File: src/rtl/sram_arb_pkg.sv
// Shared encodings for the two-port SRAM arbiter: arbiter states,
// owner codes and the width of the locked-burst counter.
package sram_arb_pkg;

  typedef enum logic [1:0] {
    ST_IDLE   = 2'd0,
    ST_LOCK_A = 2'd1,
    ST_LOCK_B = 2'd2
  } arb_state_e;

  typedef enum logic [1:0] {
    OWN_NONE = 2'b00,
    OWN_A    = 2'b01,
    OWN_B    = 2'b10
  } owner_e;

  localparam int BURST_W = 4;

endpackage

File: src/rtl/sram.sv
// Single-port SRAM: write committed on the rising edge, read is
// asynchronous so a word written last cycle is visible immediately.
module sram #(
  parameter int ADDR  = 4,
  parameter int WIDTH = 32
) (
  input  logic             clk,
  input  logic [ADDR-1:0]  addr,
  input  logic [WIDTH-1:0] data_in,
  input  logic             write_en,
  output logic [WIDTH-1:0] data_out
);

  logic [WIDTH-1:0] mem [0:(1<<ADDR)-1];

  // Commit a write at the clock edge of the acceptance cycle
  always_ff @(posedge clk) begin
    if (write_en) mem[addr] <= data_in;
  end

  assign data_out = mem[addr];

endmodule

File: src/rtl/sram_arbiter.sv
// Two-port arbiter in front of one SRAM, with optional locked bursts.
// Build option: define SRAM_ARB_RR_EN for round-robin contention in
// IDLE; otherwise port A has fixed priority over port B.
module sram_arbiter
  import sram_arb_pkg::*;
#(
  parameter int ADDR      = 4,
  parameter int WIDTH     = 32,
  parameter int MAX_BURST = 4
) (
  input  logic             clk,
  input  logic             rst_n,
  input  logic             a_valid,
  input  logic             a_we,
  input  logic             a_lock,
  input  logic [ADDR-1:0]  a_addr,
  input  logic [WIDTH-1:0] a_wdata,
  input  logic             b_valid,
  input  logic             b_we,
  input  logic             b_lock,
  input  logic [ADDR-1:0]  b_addr,
  input  logic [WIDTH-1:0] b_wdata,
  output logic             a_ready,
  output logic             b_ready,
  output logic             a_rvalid,
  output logic             b_rvalid,
  output logic [WIDTH-1:0] a_rdata,
  output logic [WIDTH-1:0] b_rdata,
  output logic [1:0]       owner
);

  localparam logic [BURST_W-1:0] MAX_CNT = BURST_W'(MAX_BURST);

  arb_state_e         state;
  logic [BURST_W-1:0] burst_cnt;
  logic [BURST_W-1:0] cnt_inc;
  logic               grant_a, grant_b, take, lock_hold, go_lock;
  logic               sel_we, sel_lock;
  logic [ADDR-1:0]    sel_addr, addr_hold, sram_addr;
  logic [WIDTH-1:0]   sel_wdata, sram_dout;
  logic               sram_we;
  logic               rvalid_a_p1, rvalid_b_p1;
  logic [WIDTH-1:0]   rdata_a_p1, rdata_b_p1;
`ifdef SRAM_ARB_RR_EN
  logic               last_b;
`endif

  // Grant decision: a locked owner keeps the port while it stays valid;
  // a locked owner dropping valid reopens arbitration in the same cycle
  always_comb begin
    grant_a = 1'b0;
    grant_b = 1'b0;
    if (!rst_n) begin
      grant_a = 1'b0;
    end else if (state == ST_LOCK_A && a_valid) begin
      grant_a = 1'b1;
    end else if (state == ST_LOCK_B && b_valid) begin
      grant_b = 1'b1;
    end else if (a_valid && b_valid) begin
`ifdef SRAM_ARB_RR_EN
      grant_a = last_b;
      grant_b = !last_b;
`else
      grant_a = 1'b1;
`endif
    end else begin
      grant_a = a_valid;
      grant_b = b_valid;
    end
  end

  assign take      = grant_a | grant_b;
  assign sel_we    = grant_b ? b_we    : a_we;
  assign sel_lock  = grant_b ? b_lock  : a_lock;
  assign sel_addr  = grant_b ? b_addr  : a_addr;
  assign sel_wdata = grant_b ? b_wdata : a_wdata;

  // A burst only continues counting if the lock owner is still present;
  // a combinational release starts the new owner from zero
  assign lock_hold = (state == ST_LOCK_A && a_valid) || (state == ST_LOCK_B && b_valid);
  assign cnt_inc   = (lock_hold ? burst_cnt : '0) + 1'b1;
  assign go_lock   = take && sel_lock && (cnt_inc < MAX_CNT);

  assign a_ready   = grant_a;
  assign b_ready   = grant_b;
  assign owner     = grant_a ? OWN_A : (grant_b ? OWN_B : OWN_NONE);
  assign sram_we   = take & sel_we;
  assign sram_addr = take ? sel_addr : addr_hold;

  // Arbiter state and burst counter
  always_ff @(posedge clk or negedge rst_n) begin
    if (!rst_n) begin
      state     <= ST_IDLE;
      burst_cnt <= '0;
    end else if (go_lock) begin
      state     <= grant_a ? ST_LOCK_A : ST_LOCK_B;
      burst_cnt <= cnt_inc;
    end else begin
      state     <= ST_IDLE;
      burst_cnt <= '0;
    end
  end

`ifdef SRAM_ARB_RR_EN
  // Remember which port took the last transfer; B at reset so A wins first
  always_ff @(posedge clk or negedge rst_n) begin
    if (!rst_n)    last_b <= 1'b1;
    else if (take) last_b <= grant_b;
  end
`endif

  // Keep the SRAM address stable while nobody is granted
  always_ff @(posedge clk) begin
    if (take) addr_hold <= sel_addr;
  end

  // Read return, stage p0 -> p1: sample SRAM output in the acceptance cycle
  always_ff @(posedge clk or negedge rst_n) begin
    if (!rst_n) begin
      rvalid_a_p1 <= 1'b0;
      rvalid_b_p1 <= 1'b0;
      rdata_a_p1  <= '0;
      rdata_b_p1  <= '0;
    end else begin
      rvalid_a_p1 <= grant_a & !a_we;
      rvalid_b_p1 <= grant_b & !b_we;
      if (grant_a && !a_we) rdata_a_p1 <= sram_dout;
      if (grant_b && !b_we) rdata_b_p1 <= sram_dout;
    end
  end

  assign a_rvalid = rvalid_a_p1;
  assign b_rvalid = rvalid_b_p1;
  assign a_rdata  = rdata_a_p1;
  assign b_rdata  = rdata_b_p1;

  sram #(
    .ADDR  (ADDR),
    .WIDTH (WIDTH)
  ) u_sram (
    .clk      (clk),
    .addr     (sram_addr),
    .data_in  (sel_wdata),
    .write_en (sram_we),
    .data_out (sram_dout)
  );

endmodule
File: config.mk
export PLATFORM = sky130hd
export DESIGN_NAME = sram_arbiter
export DESIGN_NICKNAME = d
export VERILOG_FILES = /design/src/rtl/sram_arb_pkg.sv /design/src/rtl/sram.sv /design/src/rtl/sram_arbiter.sv
export SDC_FILE = /design/constraint.sdc
export NUM_CORES = 1
export LEC_CHECK = 0
export BUFFER_PORTS_ARGS = -buffer_cell sky130_fd_sc_hd__buf_4
export CAP_MARGIN = 20
export CORE_ASPECT_RATIO = 0.5
export CORE_MARGIN = 2
export CORE_UTILIZATION = 40
export CTS_BUF_LIST = sky130_fd_sc_hd__clkbuf_4 sky130_fd_sc_hd__clkbuf_8
export CTS_CLUSTER_SIZE = 8
export DETAILED_ROUTE_END_ITERATION = 10
export SLEW_MARGIN = 20
export SYNTH_ARGS = -nofsm -noshare
export SYNTH_HDL_FRONTEND = slang
export SYNTH_HIERARCHICAL = 1
export SYNTH_SLANG_ARGS = --single-unit
File: constraint.sdc
create_clock -name clk -period 6.03 [get_ports clk]
set_clock_uncertainty 0.15 [all_clocks]
set_input_delay 0.9045 -clock clk [delete_from_list [all_inputs] [get_ports clk]]
set_output_delay 0.9045 -clock clk [all_outputs]
set_load 0.01 [all_outputs]
==> metrics.md, run 1 <==
| Metric | Value |
|---|---|
| Status | `finished clean` |
| Die width | `340.5 um` |
| Post-CTS Hold Buffers | `0` |
| Top cell type's share of synthesized area | `67.90%` |
| Synth async-reset ratio | `12.24%` |
| Post-route setup TNS | `0 ps` |
| Sequential area share after synthesis | `76.21%` |
| Arr. time, crit path | `4590 ps` |
| Worst-path clk slew | `60 ps` |
| Cell Int Power | `7.236 mW` |
| Final setup vio count | `0` |
| Slowest stage delay, CP | `800 ps` |
| Xor and xnor area share after synthesis | `0%` |
| Net count, final | `1407` |
| Crit Path Class | `input pin to flip-flop` |
| CTS tree | `done` |
| Worst hold path type | `input pin to async pin` |
| MaxCap Viol Count | `0` |
| Final hold violations | `0` |
| Fill count | `4615` |
| Pins Over Slew Limit | `0` |
| Reg power frac | `50.4%` |
| Synth Area in Adders | `0.05525%` |
| Final Cycle Share | `73.14%` |
| Worst R2R Start | `state[0]` |
| Total CTS buffers | `88` |
| Initial Util | `40.64%` |
| Buffers and inverters on the worst path | `4` |
| Largest net degree at the start of global routing | `54` |
| Sw Ratio | `24.47%` |
| Clk network pwr share | `34.3%` |
| H-tree depth | `3` |
| Io pins | `150` |
| Worst slew pin tran | `951.1 ps` |
| Critical Path RT | `6210 ps` |
| Top_reg_cell synth | `edfxtp_1` |
| Routability Congestion | `0.7398` |
| Overflow after GRT | `0` |
| Combinational share of power | `15.3%` |
| Crit-path cells | `buf_4 > nand2_1 > a21o_2 > buf_4 > o22ai_1 > a21oi_4 > buf_4 > nand2b_1 > nor2_4 > buf_4` |
| Layout area overhead | `17.65%` |
| Syn Inst Count | `1107` |
| Switching power | `2.344 mW` |
| Die Y | `172.2 um` |
| Final ANT Viol Nets | `0` |
| CORE AREA | `55720 um^2` |
| Clock tree buffer depth | `3` |
| Post-synth top cells | `edfxtp_1, nand2_1, mux4_2, dfrtp_1, a22oi_1` |
| Ant. Diodes | `0` |
| First-pass GRT wire length | `75780 um` |
| LEAKAGE | `9.401 nW` |
| Flops & latches, synth | `588` |
| CP top delay family | `buffers and inverters` |
| CTS sink cnt | `588` |
| DR vias/cell | `5.387` |
| Max transition margin | `36.24%` |
| Crit path launch | `rst_n` |
| CTS Root Cell | `clkbuf_8` |
| Starting DRT DRC Count | `913` |
| Mapped Area | `22640 um^2` |
| Worst skew pair latency | `630 ps` |
| Routed WL | `51200 um` |
| Number of synthesized flops with an enable pin | `512` |
| DP Wirelength | `29440 um` |
| Syn Area/Cell | `20.46 um^2` |
| RSZ-0062 raised after global routing | `no` |
| Share of cells above drive strength 1 | `37.75%` |
| Compound-Gate Fraction of Synth Area | `2.558%` |
| Post-layout min period | `4410 ps` |
| Simple-Gate Fraction of Synth Area | `3.608%` |
| Initial antenna violation count | `0` |
| CTS resizes | `0` |
| Critical Path End Type | `flip-flop` |
| Largest family of logic cells by synthesized area | `multiplexers` |
| Mux cell area share after synthesis | `15.91%` |
| Worst Setup Start Kind | `input pin` |
| Power per standard cell area | `359.6 nW/um^2` |
| F_max | `0.2267 GHz` |
| Num rows | `61` |
| DRC Markers | `0` |
| Yosys cell types | `38` |
| Most frequent CP cell | `buf_4` |
| Top post-synthesis cells by area | `edfxtp_1, mux4_2, dfrtp_1` |
| Die ar. | `58650 um^2` |
| Vias in the first global route | `11990` |
| Area leader, netlist | `edfxtp_1` |
| Port bufs | `149` |
| Count leader, synth | `edfxtp_1` |
| Crit-path slowest cell | `nor2_4` |
| Post-CTS Setup Inserts | `0` |
| DRT Pass-1 Iters | `5` |
| GRT Total Usage | `17.59%` |
| Maximum vdd ir drop | `0.1813 mV` |
| Yosys Warn Count | `6` |
| WHS | `72.47 ps` |
| Routed length per placed instance | `23.79 um` |
| Max FO, Critical Path | `32` |
| Routed vias | `11590` |
final timing paths:
check	depth (start not counted)	end	slack, ps
min in group clk	1	b_rdata[28]	330
setup reg to reg	9	u_sram/mem[9][17]	1740
setup / recovery	10	u_sram/mem[9][17]	1620
hold / removal	1	b_rdata[0]	70
hold reg to reg	1	b_rdata[28]	330
max in group asynchronous	2	a_rdata[13]	4620
metrics by stage:
stage / instance area, um^2 / util [%] / setup WS [ps] / power (mW) / std cells
global route: 26640 / 47.82 / 1294 / 9.974 / 2152
finish: 26640 / 47.82 / 1620 / 9.580 / 2152
global placement: 24810 / 44.54 / 949.6 / 6.367 / 1991
detailed placement: 24840 / 44.58 / 879.0 / 6.409 / 1992
floorplan: 22650 / - / 1010 / 5.730 / 1108
CTS: 26640 / 47.81 / 1525 / 9.694 / 2152
kinds of logic (layout without fill, tap and decap cells):
kind of cell,after synthesis,count (layout)
buffers and inverters,67,355
adders and majority gates,1,1
and+or+nand+nor,179,179
muxes,192,192
DFF,588,588
AOI/OAI and AO/OA,79,79
other,1,2
final cells by class:
type,instances,area (um^2),share of cell area [%]
Sequential cell,588,17260,64.78
Timing Repair Buffer,187,1445,5.425
Clock buffer,155,1764,6.622
Inverter,8,30.03,0.1127
Clock inverter,5,33.78,0.1268
Tap cell,756,945.9,3.551
Multi-Input combinational cell,453,5165,19.39
power groups by stage:
| stage | clock network [mW] | logic [mW] | registers [mW] |
|---|---|---|---|
| floorplan | 0 | 0.750 | 4.98 |
| global placement | 0 | 1.46 | 4.91 |
| detailed placement | 0 | 1.49 | 4.92 |
| CTS | 3.36 | 1.50 | 4.83 |
| global route | 3.53 | 1.59 | 4.85 |
| finish | 3.29 | 1.47 | 4.83 |
state kept, by name, summed over array words and instances (netlist names):
name        count
a_rvalid        1
u_sram/mem    512
addr_hold       4
b_rdata        32
a_rdata        32
b_rvalid        1
state           2
burst_cnt       4
cells in the final DEF (no fill, tap or decap), types with 3 or more instances in the layout:
cell and n:
a22oi_1 65, and2_1 4, buf_12 3, buf_4 183, clkbuf_4 59, clkbuf_8 96
dfrtp_1 72, dfxtp_1 4, edfxtp_1 512, inv_1 7, mux2_1 41, mux2_2 23
mux4_2 128, nand2_1 132, nand2b_1 4, nor2_1 3, nor2_4 13, nor3_2 4
o22ai_1 4
worst register-to-register path: cells and delay by family (launching register included):
kind / cells / cell delay [ps]
buffers and inverters: 3 / 1320
and+or+nand+nor: 3 / 1310
AOI/OAI and AO/OA: 3 / 810
DFF: 1 / 400
metal layers:
layer	global-route usage, %	share of wire, %	vias to the layer above
li1	-	-	4929
met1	23.49	43	6232
met2	29.23	49	347
met3	3.661	5.7	85
met4	5.593	2.1	0
met5	0	0	-
Note: power is estimated with default switching activity, not from simulation.
==> run 2, diff against run 1 <==
==> constraint.sdc (replaced) <==
create_clock -name clk -period 4.22 [get_ports clk]
set_clock_uncertainty 0.15 [all_clocks]
set_input_delay 0.633 -clock clk [delete_from_list [all_inputs] [get_ports clk]]
set_output_delay 0.633 -clock clk [all_outputs]
set_load 0.01 [all_outputs]
==> metrics.md, run 2 (synthesis gave the netlist of run 1 again) <==
| Metric | Value |
|---|---|
| DP Wirelength | `28750 um (-2.3%)` |
| Die Y | `172.2 um (unchanged)` |
| Vias in the first global route | `11910 (-0.67%)` |
| Net count, final | `1419 (+0.85%)` |
| Worst Setup Start Kind | `flip-flop` |
| Worst R2R Setup Slack | `670 ps (-1070 ps)` |
| Post-CTS Hold Buffers | `0 (unchanged)` |
| CP top delay family | `simple AND/OR/NAND/NOR gates` |
| Clk network pwr share | `33.4% (-0.9 points)` |
| Total CTS buffers | `88 (unchanged)` |
| Power per standard cell area | `507.8 nW/um^2 (+41%)` |
| Maximum vdd ir drop | `0.1907 mV (+5.1%)` |
| Critical Path RT | `4640 ps (-1570 ps)` |
| CTS sink cnt | `588 (unchanged)` |
| LEAKAGE | `9.445 nW (+0.47%)` |
| Die ar. | `58650 um^2 (unchanged)` |
| First-pass GRT wire length | `75610 um (-0.23%)` |
| Routed length per placed instance | `23.83 um (+0.16%)` |
| Layout area overhead | `17.96%` |
| Reg power frac | `51.0% (+0.6 points)` |
| WHS | `32.23 ps (-40.23 ps)` |
| Io pins | `150 (unchanged)` |
| DRC Markers | `0 (unchanged)` |
| Port bufs | `149 (unchanged)` |
| Final ANT Viol Nets | `0 (unchanged)` |
| Post-CTS Setup Inserts | `0 (unchanged)` |
| Max transition margin | `29.09% (-7.2 points)` |
| Starting DRT DRC Count | `1087 (+19%)` |
| Combinational share of power | `15.6% (+0.3 points)` |
| Initial antenna violation count | `0 (unchanged)` |
| Switching power | `3.318 mW (+42%)` |
| Ant. Diodes | `0 (unchanged)` |
| Initial Util | `40.64% (unchanged)` |
| DR vias/cell | `5.315 (-1.3%)` |
| RSZ-0062 raised after global routing | `no` |
| Final hold violations | `0 (unchanged)` |
| Most frequent CP cell | `buf_4` |
| Clock tree buffer depth | `3 (unchanged)` |
| MaxCap Viol Count | `0 (unchanged)` |
| Slowest stage delay, CP | `720 ps (-80 ps)` |
| Worst hold path type | `input pin to async pin` |
| Pins Over Slew Limit | `0 (unchanged)` |
| DRT Pass-1 Iters | `5 (unchanged)` |
| Fill count | `4642 (+0.59%)` |
| CTS resizes | `0 (unchanged)` |
| Reg with most FFs | `u_sram/mem` |
| F_max | `0.2814 GHz` |
| Routed WL | `51350 um (+0.30%)` |
| Multi-input logic area | `5166 um^2 (about the same)` |
| CORE AREA | `55720 um^2 (unchanged)` |
| Overflow after GRT | `0 (unchanged)` |
| CTS Root Cell | `clkbuf_8` |
| Die width | `340.5 um (unchanged)` |
| Routability Congestion | `0.7471 (+0.99%)` |
| Final setup vio count | `0 (unchanged)` |
| Max FO, Critical Path | `21 (-34%)` |
| Total power | `13.56 mW (+42%)` |
| Cell Int Power | `10.25 mW (+42%)` |
| Worst skew pair latency | `640 ps (about the same)` |
| Status | `finished clean` |
| Largest net degree at the start of global routing | `73 (+35%)` |
| Sw Ratio | `24.46% (about the same)` |
| Worst slew pin tran | `1059 ps (+107.8 ps)` |
| H-tree depth | `3 (unchanged)` |
| Worst-path clk slew | `60 ps (about the same)` |
| Most common cell after layout, fill and taps aside | `edfxtp_1` |
| Num rows | `61 (unchanged)` |
| Max reg flops | `512 (unchanged)` |
| Post-layout min period | `3553 ps` |
| Crit-path cells | `nand3b_4 > nand3_4 > inv_1 > nor2_1 > a21oi_1 > buf_4 > nor2b_2 > buf_4 > a22oi_1 > nand2_1 > mux2_1` |
| Crit Path Class | `flip-flop to flip-flop` |
| Final Cycle Share | `84.20%` |
| CTS tree | `done` |
| Routed vias | `11450 (-1.2%)` |
| Share of cells above drive strength 1 | `37.60% (-0.15 points)` |
| Sequential Area | `17260 um^2 (unchanged)` |
| Worst R2R Start | `state[0]` |
| Buffers and inverters on the worst path | `3 (-1)` |
| Worst reg2reg path depth | `11 (+2)` |
| GRT Total Usage | `17.65% (+0.054 points)` |
| Crit-path slowest cell | `nor2b_2` |
| Final Util | `47.94% (+0.13 points)` |
| Most frequent cells in the layout | `edfxtp_1, buf_4, nand2_1` |
| Critical Path End Type | `flip-flop` |
| RR Endpoint | `b_rdata[13]` |
| Arr. time, crit path | `3970 ps (-620 ps)` |
run 2: cell type report:
cell class | count | share of cell area, %
clock buffer | 144 | 6.272
clock inverter | 7 | 0.1452
inverter | 8 | 0.1124
multi-input combinational | 453 | 19.34
sequential | 588 | 64.61
tap | 756 | 3.541
timing repair buffer | 199 | 5.982
run 2: worst max-delay path by stage:
| stage | startpoint | to | slack, ps | depth (start not counted) |
|---|---|---|---|---|
| 5_1_grt | state[0] | a_rdata[26] | 460 | 11 |
| 3_5_place_dp | b_valid | b_rdata[9] | 440 | 11 |
| 2_1_floorplan | b_valid | u_sram/mem[4][0] | -510 | 9 |
| 3_3_place_gp | b_valid | b_rdata[22] | 450 | 12 |
| 6_report | state[0] | b_rdata[13] | 670 | 11 |
| 4_1_cts | state[0] | a_rdata[23] | 660 | 11 |
run 2: power groups by stage:
stage / sequential (mW) / clock [mW] / combinational (mW)
floorplan: 7.12 / 0 / 1.07
global placement: 7.02 / 0 / 2.12
detailed placement: 7.05 / 0 / 2.15
CTS: 6.93 / 4.65 / 2.15
global route: 6.96 / 4.90 / 2.28
finish: 6.92 / 4.54 / 2.11
run 2: stage by stage:
| step | area (um^2) | std cells | TNS [ps] | setup slack, ps |
|---|---|---|---|---|
| after floorplan | 22650 | 1108 | -48760 | -507.9 |
| after global placement | 24990 | 2004 | 0 | 446.9 |
| after detailed placement | 24990 | 2004 | 0 | 435.2 |
| after CTS | 26710 | 2155 | 0 | 657.3 |
| after global routing | 26710 | 2155 | 0 | 459.4 |
| final | 26710 | 2155 | 0 | 666.8 |
run 2: worst reg2reg max path: stages (launching register included):
cell,delay [ps]
dfrtp_1,420
nand3b_4,220
nand3_4,160
inv_1,120
nor2_1,420
a21oi_1,130
buf_4,180
nor2b_2,720
buf_4,500
a22oi_1,190
nand2_1,150
mux2_1,150
run 2: per-layer routing:
metal / up-vias / track usage (%) / wire (um)
met5: - / 0 / 0
met4: 0 / 5.497 / 1059
met3: 79 / 3.188 / 2332
met2: 265 / 29.33 / 25450
met1: 6163 / 23.93 / 22510
li1: 4947 / - / -
